### config.mk
export PLATFORM = sky130hd
export DESIGN_NAME = onehot_decoder_seq
export DESIGN_NICKNAME = d
export VERILOG_FILES = /design/src/rtl/onehot_decoder_seq.sv
export SDC_FILE = /design/constraint.sdc
export NUM_CORES = 1
export LEC_CHECK = 0
export ABC_AREA = 0
export CAP_MARGIN = 10
export CORE_MARGIN = 2
export CORE_UTILIZATION = 30
export CTS_BUF_LIST = sky130_fd_sc_hd__clkbuf_4
export DETAILED_ROUTE_END_ITERATION = 10
export PLACE_DENSITY = 0.51
export SYNTH_ARGS = -nofsm -noshare
export SYNTH_HDL_FRONTEND = slang
export SYNTH_SLANG_ARGS = --single-unit
### constraint.sdc
create_clock -name clk -period 5.6 [get_ports clk]
set_input_delay 0.84 -clock clk [delete_from_list [all_inputs] [get_ports clk]]
set_output_delay 0.84 -clock clk [all_outputs]
set_load 0.05 [all_outputs]
### src/rtl/onehot_decoder_seq.sv
// Registered select-to-LED decoder with one-hot, thermometer, walking-one and bounce modes.
// Optional one-hot checker on led enabled by defining ONEHOT_DECODER_SEQ_CHECK_EN.
module onehot_decoder_seq #(
  parameter int W_IN  = 3,
  parameter int W_OUT = 2**W_IN,
  parameter int DIV   = 4,
  parameter int W_DIV = $clog2(DIV) + 1
) (
  input  logic             clk,
  input  logic             rst,
  input  logic             en,
  input  logic [1:0]       mode,
  input  logic [W_IN-1:0]  sel,
  input  logic             load,
  output logic [W_OUT-1:0] led,
  output logic [W_IN-1:0]  idx,
  output logic             dir,
  output logic             wrap,
  output logic             err
);

  typedef enum logic [1:0] {
    M_DECODE = 2'b00,
    M_THERMO = 2'b01,
    M_WALK   = 2'b10,
    M_BOUNCE = 2'b11
  } mode_e;

  // Thermometer is built one bit wider so the top index yields all ones.
  function automatic logic [W_OUT-1:0] pattern(mode_e m, logic [W_IN-1:0] i);
    logic [W_OUT:0] one;
    logic [W_OUT:0] t;
    one = {{W_OUT{1'b0}}, 1'b1};
    if (m == M_THERMO) t = ((one << i) << 1) - one;
    else               t = one << i;
    return t[W_OUT-1:0];
  endfunction

  mode_e            mode_in;
  mode_e            mode_q;
  logic [W_OUT-1:0] led_q, led_d;
  logic [W_IN-1:0]  idx_q, idx_d;
  logic             dir_q, dir_d;
  logic             wrap_q, wrap_d;
  logic [W_DIV-1:0] cnt_q, cnt_d;
  logic             chg, tick, up;

  assign mode_in = mode_e'(mode);
  assign chg     = (mode_in != mode_q);
  assign tick    = en && (cnt_q == W_DIV'(DIV - 1));

  always_comb begin
    idx_d  = idx_q;
    led_d  = led_q;
    dir_d  = dir_q;
    wrap_d = 1'b0;
    cnt_d  = cnt_q;
    up     = 1'b1;
    if (load) begin
      idx_d = sel;
      cnt_d = '0;
      if (chg && mode_in == M_BOUNCE) dir_d = 1'b1;
    end else if (chg) begin
      cnt_d = '0;
      if (mode_in == M_BOUNCE) dir_d = 1'b1;
    end else if (en) begin
      unique case (mode_in)
        M_DECODE, M_THERMO: begin
          idx_d = sel;
          cnt_d = '0;
        end
        M_WALK: begin
          if (tick) begin
            cnt_d  = '0;
            idx_d  = idx_q + 1'b1;
            wrap_d = (idx_q == '1);
          end else begin
            cnt_d = cnt_q + 1'b1;
          end
        end
        M_BOUNCE: begin
          if (tick) begin
            cnt_d = '0;
            // An endpoint reached with a stale direction reverses instead of overrunning.
            up     = (dir_q && idx_q != '1) || (!dir_q && idx_q == '0);
            idx_d  = up ? idx_q + 1'b1 : idx_q - 1'b1;
            dir_d  = (idx_d == '1) ? 1'b0 : (idx_d == '0) ? 1'b1 : up;
            wrap_d = !up && (idx_d == '0);
          end else begin
            cnt_d = cnt_q + 1'b1;
          end
        end
        default: ;
      endcase
    end
    if (load || chg || en) led_d = pattern(mode_in, idx_d);
  end

  always_ff @(posedge clk or posedge rst) begin
    if (rst) begin
      led_q  <= '0;
      idx_q  <= '0;
      dir_q  <= 1'b1;
      wrap_q <= 1'b0;
      cnt_q  <= '0;
      mode_q <= M_DECODE;
    end else begin
      led_q  <= led_d;
      idx_q  <= idx_d;
      dir_q  <= dir_d;
      wrap_q <= wrap_d;
      cnt_q  <= cnt_d;
      mode_q <= mode_in;
    end
  end

`ifdef ONEHOT_DECODER_SEQ_CHECK_EN
  logic primed_q;
  logic err_q, err_d;

  always_comb begin
    err_d = err_q;
    if (load) err_d = 1'b0;
    else if (primed_q && mode_q != M_THERMO && $countones(led_q) != 1) err_d = 1'b1;
  end

  always_ff @(posedge clk or posedge rst) begin
    if (rst) begin
      primed_q <= 1'b0;
      err_q    <= 1'b0;
    end else begin
      primed_q <= 1'b1;
      err_q    <= err_d;
    end
  end

  assign err = err_q;
`else
  assign err = 1'b0;
`endif

  assign led  = led_q;
  assign idx  = idx_q;
  assign dir  = dir_q;
  assign wrap = wrap_q;

endmodule

==> results <==
- Summing the sequential cell areas from Yosys gives 34.0% of the chip area.
- The iteration count of the initial detailed-routing pass is 4.
- The total I/O pin count is 23.
- Yosys mapped a number of flops with a built-in enable equal to 0.
- The die is 70.6 µm tall.
- The synthesis-stage register bit count is 18.
- In the post-synthesis netlist, the biggest area contributors are sky130_fd_sc_hd__dfrtp_1, sky130_fd_sc_hd__ha_1, sky130_fd_sc_hd__nand2_1.
- The startpoint identified for the worst register-to-register timing path is idx[0].
- The aggregate routed wire length is 3.25 mm.
- The worst slack at placement is 1.65 ns.
- For the pin with the worst max-slew slack, the measured transition is 0.724 ns.
- The kind of end point of the critical path is a flip-flop.
- The tree is rooted in a sky130_fd_sc_hd__clkbuf_4.
- Entering global routing, the biggest net connects 19 pins.
- For this block, wires on met1 add up to 1.51 mm.
- The count of antenna diodes in the layout is 0.
- The final route contains 1,210 vias.
- The headroom to the max-slew limit is 51.7%.
- The worst reg-to-reg path cell count is 12.
- The fraction of final layout cells with drive strength greater than 1 is 10.2%.
- The horizontal extent of the die is 70.6 µm.
- The largest area contributor in the synthesized netlist is sky130_fd_sc_hd__dfrtp_1.
- The cell area after synthesis is 0.00133 mm².
- The die area is 0.00498 mm².
- The count of nets left with antenna violations after detail routing is 0.
- In this run, post-CTS repair resized a total of 0 instances.
- After the last flow step, the layout net total stands at 183.
- Setup violations remaining at the end of the flow were counted as 0.
- Timing would allow up to 275 MHz.
- The cell depth of the worst hold path is 2.
- Buffers added to address setup during post-CTS repair amount to 0.
- The total length of routed met2 wires is 1.56 mm.
- The starting density of the core is 30.8%.
- For this design the ratio of total power to cell area is 241 mW/mm².
- In this run, the number of DRC markers left after iteration 0 of detailed routing was 91.
- After detailed routing, the met3 layer carries 169 µm of wire.
- The clock net in this run drives a total of 18 sinks.
- Counting every net in the synthesized netlist gives 162.
- Counting tap cells, the placed design contains a total of 215 instances.
- The share of the clock period used by the worst path after layout is 64.9%.
- The synthesized netlist contains 46 unique library cells.
- The endpoint of the worst hold-timing path is led[6].
- The worst setup slack for register-to-register paths is 2.50 ns.
- Of all flip-flops after synthesis, the portion carrying an async set or reset was 100%.
- In this run the mean area of a mapped cell was 9.05 µm².
- The total number of H-tree levels is 1.
- The final standard cell utilization of the core is 36.8%.
- For this run, the number of Yosys warnings is 0.
- The least setup slack across all paths after layout is 1.96 ns.
- After detailed routing, the average wire length per cell comes to 14.9 µm.
- The max capacitance violation total is 0.
- Clock skew on the completed layout was measured at 0.00288 ns.
- Global routing finished with a remaining overflow of 0.
- The final count of hold timing violations is 0.
- The worst register-to-register path ends at led[5].
- The deepest clock path buffer count is 2.
- IR analysis of the VDD net gives a maximum drop of 0.102 mV.
- The number of standard cells after synthesis is 147.
- The area growth from synthesis to layout is 19.6%.
- The start point of the worst hold path is led[6].
- The remaining routing DRC violations is 0.
- Detailed placement ended at an HPWL of 2.47 mm.
- The path type of the worst min-delay path is reg -> reg.
- After floorplanning, the core was divided into 24 placement rows.
- The critical path start-end classification is in -> reg.
- After layout, the minimum clock period comes to 3.64 ns.
- The core region area is 0.00432 mm².
- Routability-driven placement finished with a final weighted congestion of 0.861.
- The initial antenna violation count is 0.
- The highest fanout seen on the critical path is 10.
- The worst setup path is launched from a primary input.
- The total routing resource utilization after global routing is 14.1%.
- Buffers inserted during clock tree synthesis total 3.
- At the later pin of the worst-skew pair, clock insertion delay measures 0.30 ns.
- The total negative slack is 0 ns.
- The first global-routing pass estimated 5.71 mm of wire.
- The clock tree from TritonCTS is built.
- The primary flip-flop cell chosen by synthesis mapping is sky130_fd_sc_hd__dfrtp_1.
- The number of max-slew violations in the final report was 0.
- Dividing the detail-routed via count by the number of cells gives 5.53.
- The leakage power total is 0.664 nW.
- The final non-filler cell total is 219.
- The number of hold buffers added after CTS was 0.
- Routed signal wires occupy layers up through met4.
- Counting instances in the post-synthesis netlist gives the leading cell types as sky130_fd_sc_hd__dfrtp_1, sky130_fd_sc_hd__nand2_1, sky130_fd_sc_hd__nor2_1.
- Data arrives at the worst endpoint at 3.84 ns.
- At the worst endpoint, the required time is 5.80 ns.
- The top cell type's share of synthesized area is 32.0%.
- Setup repair after global routing left no endpoint under its margin.
- The worst hold slack is 0.517 ns.
- During placement, the flow inserted port buffers numbering 21.
- The run finished with clean final reports.
- The clock transition at the registers of the reported paths is 0.11 ns.
- The via count of the first global-routing pass is 1,177.
[per-stage QoR]
| step | power (mW) | area [µm²] |
|---|---|---|
| after floorplan | 0.271 | 1330 |
| after global placement | 0.314 | 1560 |
| after detailed placement | 0.315 | 1560 |
| after CTS | 0.388 | 1590 |
| after global routing | 0.407 | 1590 |
| final | 0.383 | 1590 |
[cell families (layout without fill, tap and decap cells)]
logic type / count (synthesis) / count (layout) / share of synthesized area [%]
xor+xnor: 2 / 2 / 4.14
flops: 18 / 18 / 34.0
buf+inv: 14 / 34 / 5.64
compound gates: 40 / 40 / 23.3
fa+ha+maj: 6 / 6 / 5.64
simple gates: 64 / 64 / 25.5
mux: 2 / 2 / 1.51
other cells: 1 / 1 / 0.282
[critical path: stages]
cell                              delay (ns)
sky130_fd_sc_hd__clkdlybuf4s50_1        0.68
sky130_fd_sc_hd__xnor2_4                0.41
sky130_fd_sc_hd__o2111ai_1              0.17
sky130_fd_sc_hd__a32oi_1                0.32
sky130_fd_sc_hd__o31ai_4                0.17
sky130_fd_sc_hd__nor2_1                 0.20
sky130_fd_sc_hd__nand2_1                0.10
sky130_fd_sc_hd__ha_1                   0.23
sky130_fd_sc_hd__nand2_1                0.12
sky130_fd_sc_hd__nor3_2                 0.06
sky130_fd_sc_hd__or3_1                  0.36
sky130_fd_sc_hd__o21ba_1                0.17
[where the power goes]
group | switching [mW] | leakage, nW | internal (mW)
Sequential | 0.0111 | 0.228 | 0.142
Combinational | 0.104 | 0.420 | 0.0570
Clock | 0.0431 | 0.0154 | 0.0260
[layer usage]
layer	vias up	GRT usage, %
li1	570	-
met1	594	19.3
met4	0	5.03
met2	44	22.3
met3	2	2.71
met5	-	0
[state kept, by name (all words and copies together), names as in the netlist]
name / flops
led: 8
cnt_q: 3
idx: 3
mode_q: 2
dir: 1
wrap: 1
[worst max-delay path by stage]
stage                  end  slack, ns  cells past startpoint  startpoint
CTS                 led[5]       2.00                     12     mode[1]
detailed placement  led[5]       1.65                     12     mode[1]
finish              led[5]       1.96                     12     mode[1]
global placement    led[5]       1.74                     12     mode[1]
global route        led[5]       1.85                     12     mode[1]
floorplan           led[5]       2.51                     13      idx[0]
[cell type report]
cell class	instances	area (µm²)
multi-input cells	115	803
inverters	9	33.8
flip-flops and latches	18	452
repair buffers	21	210
fillers	458	2730
well taps	52	65.1
clock buffers	3	22.5
clock inverters	1	3.75
[placed cells by master (no fill, tap or decap), types with 4 or more instances in the layout]
master / synthesis / layout
sky130_fd_sc_hd__clkdlybuf4s50_1: 0 / 21
sky130_fd_sc_hd__o21ai_0: 9 / 9
sky130_fd_sc_hd__nor3_1: 7 / 7
sky130_fd_sc_hd__dfrtp_1: 17 / 17
sky130_fd_sc_hd__nand2_1: 17 / 17
sky130_fd_sc_hd__inv_1: 8 / 8
sky130_fd_sc_hd__a21oi_1: 4 / 4
sky130_fd_sc_hd__nand3_1: 4 / 4
sky130_fd_sc_hd__nand2b_1: 4 / 4
sky130_fd_sc_hd__ha_1: 6 / 6
sky130_fd_sc_hd__nor2_1: 16 / 16
sky130_fd_sc_hd__a31oi_1: 7 / 7
(Power assumes the default switching activity.)
